**src/rtl/axis_to_ov7670.sv**
```systemverilog
// axis_to_ov7670: regenerates an OV7670-style byte stream (vsync, href, dout)
// from an RGB565 AXI4-Stream feed, using a free-running raster that never
// waits on the stream. Missing pixels become 0x0000 and set the sticky underrun
// flag. Misplaced tuser/tlast sets the sticky sync_err flag.
// Optional feature: define AXIS_TO_OV7670_TESTPAT_EN to add the test_en input
// and an eight-bar colour generator.
// Handshake: a beat transfers on a rising aclk edge where tvalid and tready are
// both high. tready never depends on tvalid. In IDLE it depends on tuser, so
// beats before the start of a frame are dropped and the tuser beat is held.
module axis_to_ov7670 #(
  parameter int ACTIVE_W  = 640,
  parameter int ACTIVE_H  = 480,
  parameter int HBLANK    = 144,
  parameter int VSYNC_LEN = 3,
  parameter int VBACK     = 17,
  parameter int VFRONT    = 10
) (
  input  logic        aclk,
  input  logic        aresetn,
  input  logic [15:0] s_axis_video_tdata,
  input  logic        s_axis_video_tvalid,
  output logic        s_axis_video_tready,
  input  logic        s_axis_video_tuser,
  input  logic        s_axis_video_tlast,
  output logic        vsync,
  output logic        href,
  output logic [7:0]  dout,
  output logic        underrun,
  output logic        sync_err,
  input  logic        clr_err,
`ifdef AXIS_TO_OV7670_TESTPAT_EN
  input  logic        test_en,
`endif
  output logic [2:0]  state_dbg
);

  localparam int LINE_T = 2 * ACTIVE_W + HBLANK;
  localparam int BW     = $clog2(LINE_T);

  typedef enum logic [2:0] {
    S_IDLE   = 3'd0,
    S_VSYNC  = 3'd1,
    S_VBACK  = 3'd2,
    S_ACTIVE = 3'd3,
    S_VFRONT = 3'd4
  } state_t;

  // Zero-length blanking phases are skipped at elaboration time.
  localparam state_t AFTER_VSYNC  = (VBACK > 0) ? S_VBACK : S_ACTIVE;
  localparam state_t AFTER_IDLE   = (VSYNC_LEN > 0) ? S_VSYNC : AFTER_VSYNC;
  localparam state_t AFTER_ACTIVE = (VFRONT > 0) ? S_VFRONT : S_IDLE;

  state_t          state;
  state_t          state_after;
  logic [BW-1:0]   byte_cnt;
  logic [BW-2:0]   pix;
  logic [15:0]     line_cnt;
  logic [15:0]     line_lim;
  logic [7:0]      pix_lo;
  logic [15:0]     tp_pix;
  logic            tpat;
  logic            start;
  logic            line_end;
  logic            in_active;
  logic            even_slot;
  logic            accept;
  logic            bad_frame;

  assign state_dbg = state;
  assign pix       = byte_cnt[BW-1:1];
  assign line_end  = (byte_cnt == BW'(LINE_T - 1));
  assign in_active = (state == S_ACTIVE) && (byte_cnt < BW'(2 * ACTIVE_W));
  assign even_slot = in_active && !byte_cnt[0];
  assign accept    = (state == S_ACTIVE) && s_axis_video_tvalid && s_axis_video_tready;

  // A beat is misplaced if tuser is not exactly on line 0 pixel 0, or if tlast is not exactly on the last pixel.
  assign bad_frame =
    (s_axis_video_tuser != ((line_cnt == 16'd0) && (pix == '0))) ||
    (s_axis_video_tlast != (pix == (BW-1)'(ACTIVE_W - 1)));

`ifdef AXIS_TO_OV7670_TESTPAT_EN
  logic [2:0] bar;
  assign bar   = 3'(pix / (BW-1)'(ACTIVE_W / 8));
  assign start = (s_axis_video_tvalid && s_axis_video_tuser) || test_en;

  // Colour of the vertical bar under the current pixel.
  always_comb begin
    tp_pix = 16'h0000;
    case (bar)
      3'd0: tp_pix = 16'hFFFF;
      3'd1: tp_pix = 16'hFFE0;
      3'd2: tp_pix = 16'h07FF;
      3'd3: tp_pix = 16'h07E0;
      3'd4: tp_pix = 16'hF81F;
      3'd5: tp_pix = 16'hF800;
      3'd6: tp_pix = 16'h001F;
      default: tp_pix = 16'h0000;
    endcase
  end

  // Latch the frame source when a frame starts.
  always_ff @(posedge aclk or negedge aresetn) begin
    if (!aresetn) begin
      tpat <= 1'b0;
    end else if (state == S_IDLE && start) begin
      tpat <= test_en;
    end
  end
`else
  assign start  = s_axis_video_tvalid && s_axis_video_tuser;
  assign tpat   = 1'b0;
  assign tp_pix = 16'h0000;
`endif

  // Line limit and successor state of the current raster phase.
  always_comb begin
    line_lim    = 16'd0;
    state_after = AFTER_IDLE;
    case (state)
      S_VSYNC:  begin line_lim = 16'(VSYNC_LEN - 1); state_after = AFTER_VSYNC;  end
      S_VBACK:  begin line_lim = 16'(VBACK - 1);     state_after = S_ACTIVE;     end
      S_ACTIVE: begin line_lim = 16'(ACTIVE_H - 1);  state_after = AFTER_ACTIVE; end
      S_VFRONT: begin line_lim = 16'(VFRONT - 1);    state_after = S_IDLE;       end
      default:  begin line_lim = 16'd0;              state_after = AFTER_IDLE;   end
    endcase
  end

  // tready: in IDLE it drops tuser-less beats. In a streamed frame it is high only on even active bytes.
  always_comb begin
    s_axis_video_tready = 1'b0;
    if (aresetn) begin
      case (state)
        S_IDLE:   s_axis_video_tready = !s_axis_video_tuser;
        S_ACTIVE: s_axis_video_tready = even_slot && !tpat;
        default:  s_axis_video_tready = 1'b0;
      endcase
    end
  end

  // Raster FSM with counters and registered vsync/href/dout.
  always_ff @(posedge aclk or negedge aresetn) begin
    if (!aresetn) begin
      state    <= S_IDLE;
      byte_cnt <= '0;
      line_cnt <= 16'd0;
      vsync    <= 1'b0;
      href     <= 1'b0;
      dout     <= 8'h00;
      pix_lo   <= 8'h00;
    end else begin
      href <= 1'b0;
      dout <= 8'h00;
      if (state == S_IDLE) begin
        byte_cnt <= '0;
        line_cnt <= 16'd0;
        if (start) begin
          state <= AFTER_IDLE;
          vsync <= (AFTER_IDLE == S_VSYNC);
        end
      end else begin
        if (line_end) begin
          byte_cnt <= '0;
          if (line_cnt == line_lim) begin
            line_cnt <= 16'd0;
            state    <= state_after;
            vsync    <= (state_after == S_VSYNC);
          end else begin
            line_cnt <= line_cnt + 16'd1;
          end
        end else begin
          byte_cnt <= byte_cnt + BW'(1);
        end
        if (even_slot) begin
          href <= 1'b1;
          if (tpat) begin
            dout   <= tp_pix[15:8];
            pix_lo <= tp_pix[7:0];
          end else if (s_axis_video_tvalid) begin
            dout   <= s_axis_video_tdata[15:8];
            pix_lo <= s_axis_video_tdata[7:0];
          end else begin
            dout   <= 8'h00;
            pix_lo <= 8'h00;
          end
        end else if (in_active) begin
          href <= 1'b1;
          dout <= pix_lo;
        end
      end
    end
  end

  // Sticky error flags: a set event beats a clear in the same cycle.
  always_ff @(posedge aclk or negedge aresetn) begin
    if (!aresetn) begin
      underrun <= 1'b0;
      sync_err <= 1'b0;
    end else begin
      if (even_slot && !tpat && !s_axis_video_tvalid) underrun <= 1'b1;
      else if (clr_err)                               underrun <= 1'b0;
      if (accept && bad_frame) sync_err <= 1'b1;
      else if (clr_err)        sync_err <= 1'b0;
    end
  end

endmodule
```
**config.mk**
```make
export PLATFORM = sky130hd
export DESIGN_NAME = axis_to_ov7670
export DESIGN_NICKNAME = d
export VERILOG_FILES = /design/src/rtl/axis_to_ov7670.sv
export SDC_FILE = /design/constraint.sdc
export NUM_CORES = 1
export LEC_CHECK = 0
export BUFFER_PORTS_ARGS = -buffer_cell sky130_fd_sc_hd__buf_4
export CORE_MARGIN = 5
export CORE_UTILIZATION = 43
export DETAILED_ROUTE_END_ITERATION = 12
export HOLD_SLACK_MARGIN = 0.1
export PLACE_DENSITY = 0.6
export SLEW_MARGIN = 20
export SYNTH_ARGS = -nofsm -noshare
export SYNTH_HDL_FRONTEND = slang
export SYNTH_SLANG_ARGS = --single-unit
```
**constraint.sdc**
```tcl
create_clock -name aclk -period 2.6 [get_ports aclk]
set_input_delay 0.52 -clock aclk [delete_from_list [all_inputs] [get_ports aclk]]
set_output_delay 0.52 -clock aclk [all_outputs]
set_load 0.02 [all_outputs]
```
==> report_table.html, run 1 <==
<table>
<tr><th>Metric</th><th>Value</th></tr>
<tr><th colspan="2">Synth</th></tr>
<tr><td>Post-synth EDFFs</td><td>0</td></tr>
<tr><td>Fraction of registers with async set or reset after synthesis</td><td>100%</td></tr>
<tr><td>Netlist Area Pre-Place</td><td>2550 µm²</td></tr>
<tr><td>Sequential share of the synthesized area</td><td>49.0%</td></tr>
<tr><td>Ys flop type</td><td>sky130_fd_sc_hd__dfrtp_1</td></tr>
<tr><td>Synth unique cells</td><td>51</td></tr>
<tr><td>Yosys warning total</td><td>0</td></tr>
<tr><td>#FFs+latches synth</td><td>50</td></tr>
<tr><td>Post-synthesis instance total</td><td>269</td></tr>
<tr><td>Mapped Nets</td><td>294</td></tr>
<tr><td>Mean instance size in the synthesized netlist</td><td>9.49 µm²</td></tr>
<tr><th colspan="2">Floorplan</th></tr>
<tr><td>Height of the chip</td><td>87.1 µm</td></tr>
<tr><td>Placeable core area</td><td>5850 µm²</td></tr>
<tr><td>Area enclosed by the die boundary</td><td>7580 µm²</td></tr>
<tr><td>Cell Rows</td><td>28</td></tr>
<tr><td>Die Span X</td><td>87.1 µm</td></tr>
<tr><td>Ports placed on the boundary</td><td>38</td></tr>
<tr><td>Effective utilization at floorplan</td><td>43.6%</td></tr>
<tr><th colspan="2">Detailed routing</th></tr>
<tr><td>Number of routed nets with antenna violations</td><td>0</td></tr>
<tr><td>Routed len/inst</td><td>15.2 µm</td></tr>
<tr><td>Remaining DRCs</td><td>0</td></tr>
<tr><td>Overall routed net length</td><td>5.78 mm</td></tr>
<tr><td>Total number of vias</td><td>2035</td></tr>
<tr><td>Detailed router's first-iteration violation count</td><td>65</td></tr>
<tr><td>Post-DR vias/cell</td><td>5.36</td></tr>
<tr><td>Detailed Routing Iterations Pass 1</td><td>4</td></tr>
<tr><th colspan="2">Worst setup path</th></tr>
<tr><td>Setup crit start</td><td>state_dbg[2]</td></tr>
<tr><td>Worst r2r src</td><td>state_dbg[2]</td></tr>
<tr><td>Worst path arrival time</td><td>1.87 ns</td></tr>
<tr><td>Kind of start point of the critical path</td><td>register</td></tr>
<tr><td>Largest fanout of any net on the critical path</td><td>15</td></tr>
<tr><td>CP Data Required Time</td><td>2.08 ns</td></tr>
<tr><td>WS Path Type</td><td>register to primary output</td></tr>
<tr><td>Sort of element at the end of the critical path</td><td>primary output</td></tr>
<tr><th colspan="2">Placement</th></tr>
<tr><td>Instance count after placement with tap cells included</td><td>372</td></tr>
<tr><td>Final GP Congestion</td><td>0.775</td></tr>
<tr><td>Count of buffers inserted at the top-level ports</td><td>37</td></tr>
<tr><td>Total half-perimeter wirelength after legalization and detailed placement</td><td>4.08 mm</td></tr>
<tr><th colspan="2">Global routing</th></tr>
<tr><td>GR Util All Layers</td><td>16.5%</td></tr>
<tr><td>Largest net degree at the start of global routing</td><td>51</td></tr>
<tr><td>Antenna violations before repair</td><td>0</td></tr>
<tr><td>Remaining global-route overflow</td><td>0</td></tr>
<tr><td>Global-route wire length before repair</td><td>9.81 mm</td></tr>
<tr><td>Number of global-route vias before repair</td><td>2009</td></tr>
<tr><th colspan="2">Clocking</th></tr>
<tr><td>Buffer cell driving the clock tree root</td><td>sky130_fd_sc_hd__clkbuf_8</td></tr>
<tr><td>Level count of the clock H-tree</td><td>2</td></tr>
<tr><td>Sink count of the clock tree</td><td>50</td></tr>
<tr><td>Number of buffers created by CTS</td><td>5</td></tr>
<tr><td>Resize count post-CTS</td><td>0</td></tr>
<tr><td>Clock transition time at the flip-flop clock pins of the worst setup and hold paths</td><td>0.09 ns</td></tr>
<tr><td>Clk buf depth</td><td>2</td></tr>
<tr><td>Hold buffer count at CTS</td><td>0</td></tr>
<tr><td>Clk_lat worst skew</td><td>0.30 ns</td></tr>
<tr><td># Post-CTS Setup Buffers</td><td>0</td></tr>
<tr><td>TritonCTS clock tree</td><td>done</td></tr>
<tr><th colspan="2">Cells and area</th></tr>
<tr><td>Layout area overhead</td><td>17.9%</td></tr>
<tr><td>N_diodes</td><td>0</td></tr>
<tr><td>Post-layout utilization of the core</td><td>51.5%</td></tr>
<tr><td>Number of nets in the layout</td><td>329</td></tr>
<tr><td>Share of cells above drive strength 1</td><td>20.3%</td></tr>
<tr><td>Number of standard cells in the layout, taps in and fillers out</td><td>380</td></tr>
<tr><td>Combined area of the multi-input logic cells</td><td>1200 µm²</td></tr>
<tr><td>Combined flip-flop and latch cell area</td><td>1250 µm²</td></tr>
<tr><td>Fillcell total</td><td>544</td></tr>
<tr><th colspan="2">Pwr</th></tr>
<tr><td>Areal power density over the cells</td><td>566 nW/µm²</td></tr>
<tr><td>Worst-case vdd ir drop</td><td>0.296 mV</td></tr>
<tr><td>Pleak</td><td>1.36 nW</td></tr>
<tr><td>PnR Total Power</td><td>1.70 mW</td></tr>
<tr><th colspan="2">STA</th></tr>
<tr><td>Fin. Hold Viols</td><td>0</td></tr>
<tr><td>Sum of negative setup slack</td><td>0 ns</td></tr>
<tr><td>Worst Skew</td><td>0.00828 ns</td></tr>
<tr><td>Worst slew pin tran</td><td>0.655 ns</td></tr>
<tr><td>Crit share post-route</td><td>91.9%</td></tr>
<tr><td>Fin crit period</td><td>2.39 ns</td></tr>
<tr><td>Worst hold slack after final layout</td><td>0.350 ns</td></tr>
<tr><td>F_max</td><td>418 MHz</td></tr>
<tr><td>Setup repair after global routing missed its margin</td><td>false</td></tr>
<tr><td>Worst slew margin relative to its limit</td><td>56.2%</td></tr>
<tr><td>Number of max-slew violations in the final report</td><td>0</td></tr>
<tr><td>Endpoints failing setup</td><td>0</td></tr>
<tr><th colspan="2">Run status</th></tr>
<tr><td>Status</td><td>complete, no violations</td></tr>
<tr><th colspan="2">Hold path</th></tr>
<tr><td>Worst hold path type</td><td>input port to async pin</td></tr>
<tr><th colspan="2">Run</th></tr>
<tr><td>Maxcap violations</td><td>0</td></tr>
</table>
flip-flops by register name, summed over array words and instances, names as in the netlist:
name and count:
sync_err 1, vsync 1, underrun 1, byte_cnt 11, pix_lo 8, dout 8, line_cnt 16, href 1
state_dbg 3
area by class of cell:
cell class / count / share of cell area, %
clock inverters: 1 / 0.997
clock buffers: 7 / 2.53
well taps: 75 / 3.12
repair buffers: 44 / 11.0
flip-flops and latches: 50 / 41.5
inverters: 7 / 0.872
multi-input cells: 196 / 40.0
cells by family after synthesis:
logic type               Yosys count  synth area share [%]
AND/OR/NAND/NOR                  127                  25.5
flip-flops                        50                  49.0
AO/OA/AOI/OAI                     38                  10.2
multiplexers                       2                  1.03
XOR/XNOR                          26                  8.92
buffers and inverters             23                  3.87
adder cells (fa/ha/maj)            3                  1.47
routing by layer:
metal / track usage, % / vias to the layer above / routed length (µm)
li1: - / 1008 / -
met1: 22.7 / 986 / 2730
met2: 25.9 / 35 / 2730
met3: 3.88 / 6 / 248
met4: 4.67 / 0 / 72
met5: 0 / - / 0
Yosys cell counts, types with 2 or more instances:
master	instances	area, µm²
sky130_fd_sc_hd__inv_1	7	26.3
sky130_fd_sc_hd__xnor2_1	15	131
sky130_fd_sc_hd__a21oi_1	3	15.0
sky130_fd_sc_hd__nor2_1	44	165
sky130_fd_sc_hd__nor3_1	6	30.0
sky130_fd_sc_hd__a22oi_1	7	52.6
sky130_fd_sc_hd__xor2_1	11	96.3
sky130_fd_sc_hd__nand4_1	9	56.3
sky130_fd_sc_hd__and3_1	5	31.3
sky130_fd_sc_hd__nand2_1	23	86.3
sky130_fd_sc_hd__o21ai_0	13	65.1
sky130_fd_sc_hd__o32ai_1	2	17.5
sky130_fd_sc_hd__and3b_1	2	17.5
sky130_fd_sc_hd__a31oi_1	2	12.5
sky130_fd_sc_hd__dfrtp_1	50	1250
sky130_fd_sc_hd__or3_1	2	12.5
sky130_fd_sc_hd__nand3_1	16	80.1
sky130_fd_sc_hd__nor4_1	5	31.3
sky130_fd_sc_hd__clkbuf_1	13	48.8
sky130_fd_sc_hd__ha_1	3	37.5
critical path, cell delays in order, from the launching register on:
cell,delay [ns]
sky130_fd_sc_hd__dfrtp_1,0.54
sky130_fd_sc_hd__and3b_1,0.42
sky130_fd_sc_hd__nand2_1,0.10
sky130_fd_sc_hd__nor2_1,0.17
sky130_fd_sc_hd__o21a_1,0.18
sky130_fd_sc_hd__buf_4,0.15
through the flow:
step / instance area (µm²) / setup slack [ns]
2_1_floorplan: 2550 / 0.281
3_3_place_gp: 2910 / 0.285
3_5_place_dp: 2910 / 0.281
4_1_cts: 3010 / 0.231
5_1_grt: 3010 / 0.0593
6_report: 3010 / 0.210
path summary, 6_finish.rpt:
check | end | slack, ns | cells after the start
setup / recovery | s_axis_video_tready | 0.21 | 5
hold reg to reg | pix_lo[3] | 0.51 | 2
min in group aclk | underrun | 0.41 | 2
hold / removal | line_cnt[10] | 0.35 | 2
setup reg to reg | line_cnt[10] | 0.26 | 6
max in group asynchronous | byte_cnt[10] | 1.81 | 2
layout by cell type (no fill, tap or decap), drive strengths merged, types with 2 or more instances in the layout:
| cell type | instances |
|---|---|
| o32ai | 2 |
| o21ai | 14 |
| buf | 44 |
| nand2 | 24 |
| nor3 | 7 |
| nor4 | 5 |
| nor2 | 45 |
| mux2 | 2 |
| dfrtp | 50 |
| inv | 7 |
| and3b | 2 |
| clkbuf | 7 |
| xnor2 | 15 |
| nand3 | 17 |
| nand4 | 9 |
| a31oi | 2 |
| or3 | 3 |
| a22oi | 7 |
| and3 | 6 |
| a21oi | 3 |
| xor2 | 11 |
| ha | 3 |
power by group:
part / internal (mW) / total [mW] / switching (mW) / leakage, nW
Clock: 0.288 / 0.548 / 0.260 / 0.0524
Combinational: 0.127 / 0.266 / 0.138 / 0.670
Sequential: 0.828 / 0.891 / 0.0633 / 0.633
No activity file was read; power rests on OpenSTA's default activity.
==> run 2, diff against run 1 <==
- BUFFER_PORTS_ARGS: -buffer_cell sky130_fd_sc_hd__buf_4 -> not set
- DONT_BUFFER_PORTS: not set -> 1
- PLACE_DENSITY: 0.6 -> not set
- SLEW_MARGIN: 20 -> not set
==> report_table.html, run 2 (synthesis gave the netlist of run 1 again) <==
<table>
<tr><th>Metric</th><th>Value</th></tr>
<tr><th colspan="2">Run status</th></tr>
<tr><td>Status</td><td>complete, no violations</td></tr>
<tr><th colspan="2">Cells and area</th></tr>
<tr><td>Number of nets in the layout</td><td>296 (-10%)</td></tr>
<tr><td>Most frequent standard cell in the layout excluding fill and tap cells</td><td>sky130_fd_sc_hd__dfrtp_1</td></tr>
<tr><td>Share of cells above drive strength 1</td><td>11.0% (-9.3 points)</td></tr>
<tr><td>N_diodes</td><td>0 (unchanged)</td></tr>
<tr><td>Fillcell total</td><td>548 (+0.74%)</td></tr>
<tr><td>Layout area overhead</td><td>10.3%</td></tr>
<tr><td>Biggest registers after layout</td><td>line_cnt x16, byte_cnt x11</td></tr>
<tr><td>Most flop-heavy register</td><td>line_cnt</td></tr>
<tr><td>Commonest cells after routing, fill and taps aside</td><td>sky130_fd_sc_hd__dfrtp_1, sky130_fd_sc_hd__nor2_1, sky130_fd_sc_hd__nand2_1</td></tr>
<tr><td>Number of flip-flops under the largest register name</td><td>16 (unchanged)</td></tr>
<tr><td>Layout Cell Area excl Fill</td><td>2820 µm² (-6.4%)</td></tr>
<tr><th colspan="2">Detailed routing</th></tr>
<tr><td>Total number of vias</td><td>1879 (-7.7%)</td></tr>
<tr><td>Detailed Routing Iterations Pass 1</td><td>4 (unchanged)</td></tr>
<tr><td>Number of routed nets with antenna violations</td><td>0 (unchanged)</td></tr>
<tr><td>Post-DR vias/cell</td><td>5.41 (+1.1%)</td></tr>
<tr><td>Overall routed net length</td><td>5.44 mm (-5.9%)</td></tr>
<tr><td>Detailed router's first-iteration violation count</td><td>106 (+63%)</td></tr>
<tr><td>Remaining DRCs</td><td>0 (unchanged)</td></tr>
<tr><td>Routed len/inst</td><td>15.7 µm (+3.1%)</td></tr>
<tr><th colspan="2">Hold path</th></tr>
<tr><td>Worst hold path type</td><td>input port to register</td></tr>
<tr><td>Hold-critical path endpoint</td><td>underrun</td></tr>
<tr><td>Number of cells traversed by the worst hold path</td><td>1</td></tr>
<tr><td>Min-Delay Startpoint</td><td>clr_err</td></tr>
<tr><th colspan="2">Floorplan</th></tr>
<tr><td>Placeable core area</td><td>5850 µm² (unchanged)</td></tr>
<tr><td>Cell Rows</td><td>28 (unchanged)</td></tr>
<tr><td>Height of the chip</td><td>87.1 µm (unchanged)</td></tr>
<tr><td>Die Span X</td><td>87.1 µm (unchanged)</td></tr>
<tr><td>Area enclosed by the die boundary</td><td>7580 µm² (unchanged)</td></tr>
<tr><td>Effective utilization at floorplan</td><td>43.6% (unchanged)</td></tr>
<tr><td>Ports placed on the boundary</td><td>38 (unchanged)</td></tr>
<tr><th colspan="2">STA</th></tr>
<tr><td>Fin. Hold Viols</td><td>0 (unchanged)</td></tr>
<tr><td>Setup repair after global routing missed its margin</td><td>false</td></tr>
<tr><td>Worst slew margin relative to its limit</td><td>60.4% (+4.2 points)</td></tr>
<tr><td>Worst Skew</td><td>0.00929 ns (+0.00101 ns)</td></tr>
<tr><td>Crit share post-route</td><td>88.8% (-3.1 points)</td></tr>
<tr><td>F_max</td><td>433 MHz (+3.5%)</td></tr>
<tr><td>Number of max-slew violations in the final report</td><td>0 (unchanged)</td></tr>
<tr><td>Worst slew pin tran</td><td>0.593 ns (-0.0623 ns)</td></tr>
<tr><td>Fin crit period</td><td>2.31 ns (-0.0806 ns)</td></tr>
<tr><td>Endpoints failing setup</td><td>0 (unchanged)</td></tr>
<tr><td>Sum of negative setup slack</td><td>0 ns (unchanged)</td></tr>
<tr><th colspan="2">Worst setup path</th></tr>
<tr><td>Length in cells of the worst reg-to-reg path</td><td>6 (unchanged)</td></tr>
<tr><td>Reg-to-reg endpoint</td><td>line_cnt[6]</td></tr>
<tr><td>Worst r2r src</td><td>line_cnt[8]</td></tr>
<tr><td>Kind of start point of the critical path</td><td>register</td></tr>
<tr><td>Slowest stage cell, crit path</td><td>sky130_fd_sc_hd__or3_1</td></tr>
<tr><td>Largest fanout of any net on the critical path</td><td>14 (-1)</td></tr>
<tr><td>Slowest cell delay on critical path</td><td>0.45 ns (-0.09 ns)</td></tr>
<tr><td>Worst path arrival time</td><td>1.79 ns (-0.08 ns)</td></tr>
<tr><td>WS Path Type</td><td>register to primary output</td></tr>
<tr><td>FF-to-FF setup slack</td><td>0.30 ns (+0.04 ns)</td></tr>
<tr><td>Setup crit start</td><td>state_dbg[2]</td></tr>
<tr><td>Sort of element at the end of the critical path</td><td>primary output</td></tr>
<tr><td>CP Data Required Time</td><td>2.08 ns (about the same)</td></tr>
<tr><td>Worst path cell trace</td><td>buf_4 -&gt; or3_1 -&gt; nor2_1 -&gt; o21a_1</td></tr>
<tr><th colspan="2">Placement</th></tr>
<tr><td>Total half-perimeter wirelength after legalization and detailed placement</td><td>3.71 mm (-9.1%)</td></tr>
<tr><td>Placed Area</td><td>2640 µm² (-9.0%)</td></tr>
<tr><td>Count of buffers inserted at the top-level ports</td><td>0 (-100%)</td></tr>
<tr><td>Final GP Congestion</td><td>0.764 (-1.4%)</td></tr>
<tr><th colspan="2">Global routing</th></tr>
<tr><td>GR Util All Layers</td><td>15.6% (-0.83 points)</td></tr>
<tr><td>Number of global-route vias before repair</td><td>1911 (-4.9%)</td></tr>
<tr><td>Antenna violations before repair</td><td>0 (unchanged)</td></tr>
<tr><td>Remaining global-route overflow</td><td>0 (unchanged)</td></tr>
<tr><td>Global-route wire length before repair</td><td>9.38 mm (-4.4%)</td></tr>
<tr><td>Largest net degree at the start of global routing</td><td>51 (unchanged)</td></tr>
<tr><th colspan="2">Pwr</th></tr>
<tr><td>Pleak</td><td>1.21 nW (-11%)</td></tr>
<tr><td>Areal power density over the cells</td><td>635 nW/µm² (+12%)</td></tr>
<tr><td>Worst-case vdd ir drop</td><td>0.361 mV (+22%)</td></tr>
<tr><th colspan="2">Clocking</th></tr>
<tr><td>Clk buf depth</td><td>2 (unchanged)</td></tr>
<tr><td>Clock transition time at the flip-flop clock pins of the worst setup and hold paths</td><td>0.09 ns (about the same)</td></tr>
<tr><td>Clk_lat worst skew</td><td>0.30 ns (about the same)</td></tr>
<tr><td>Sink count of the clock tree</td><td>50 (unchanged)</td></tr>
<tr><td>TritonCTS clock tree</td><td>done</td></tr>
<tr><td>Level count of the clock H-tree</td><td>2 (unchanged)</td></tr>
<tr><td>Buffer cell driving the clock tree root</td><td>sky130_fd_sc_hd__clkbuf_8</td></tr>
<tr><td>Number of buffers created by CTS</td><td>5 (unchanged)</td></tr>
<tr><th colspan="2">Run</th></tr>
<tr><td>Maxcap violations</td><td>0 (unchanged)</td></tr>
</table>
-- run 2: changes by cell type in the layout (fill, tap and decap cells not counted) --
cell | before | now
sky130_fd_sc_hd__buf_4 | 44 | 9
sky130_fd_sc_hd__clkbuf_1 | 2 | 0
sky130_fd_sc_hd__buf_16 | 0 | 1
sky130_fd_sc_hd__bufinv_16 | 1 | 2
sky130_fd_sc_hd__clkinv_4 | 0 | 1
sky130_fd_sc_hd__dlygate4sd3_1 | 0 | 1
-- run 2: through the flow --
stage | hold slack [ns] | setup slack (ns) | util, % | power, mW | cells
after CTS | 0.292 | 0.271 | 48.2 | 1.80 | 347
after global routing | 0.298 | 0.179 | 48.2 | 1.88 | 347
after global placement | 0.226 | 0.374 | 45.2 | 1.13 | 337
after floorplan | 0.224 | 0.281 | - | 1.08 | 269
final | 0.301 | 0.291 | 48.2 | 1.79 | 347
after detailed placement | 0.226 | 0.315 | 45.2 | 1.13 | 337
-- run 2: where the power goes --
part	total, mW	internal, mW	switching [mW]	leakage, nW
registers	0.893	0.828	0.0655	0.633
clock network	0.653	0.386	0.268	0.0683
logic	0.242	0.111	0.131	0.512
-- run 2: worst max path at each step --
stage	endpoint	cells after the start
CTS	s_axis_video_tready	4
floorplan	s_axis_video_tready	6
detailed placement	line_cnt[4]	6
global route	line_cnt[7]	6
global placement	sync_err	7
finish	s_axis_video_tready	4
-- run 2: layout make-up --
cell class	instances	area (µm²)	area share (%)
clock buffer	5	68.8	2.44
clock inverter	3	68.8	2.44
inverter	7	26.3	0.933
multi-input combinational	196	1200	42.7
sequential	50	1250	44.4
tap	75	93.8	3.33
timing repair buffer	11	105	3.73
-- run 2: metal layers --
layer / GRT usage, % / vias to the layer above / wire, µm
met5: 0 / - / 0
met4: 3.82 / 0 / 48
met3: 3.97 / 4 / 290
met2: 23.9 / 38 / 2450
met1: 22.2 / 893 / 2650
li1: - / 944 / -
-- run 2: timing repair --
| action | 4_1_cts | 5_1_grt |
|---|---|---|
| hold buffers | 2 | 0 |
| setup buffers | 0 | 0 |
| gates resized for setup | 0 | 0 |
| hold endpoints to repair | 50 | 0 |
-- run 2: critical path: cells and delay by family, from the launching register on --
| kind | cells | cell delay (ns) |
|---|---|---|
| AND/OR/NAND/NOR | 2 | 0.62 |
| flip-flops | 1 | 0.39 |
| AO/OA/AOI/OAI | 1 | 0.27 |
| buffers and inverters | 1 | 0.20 |
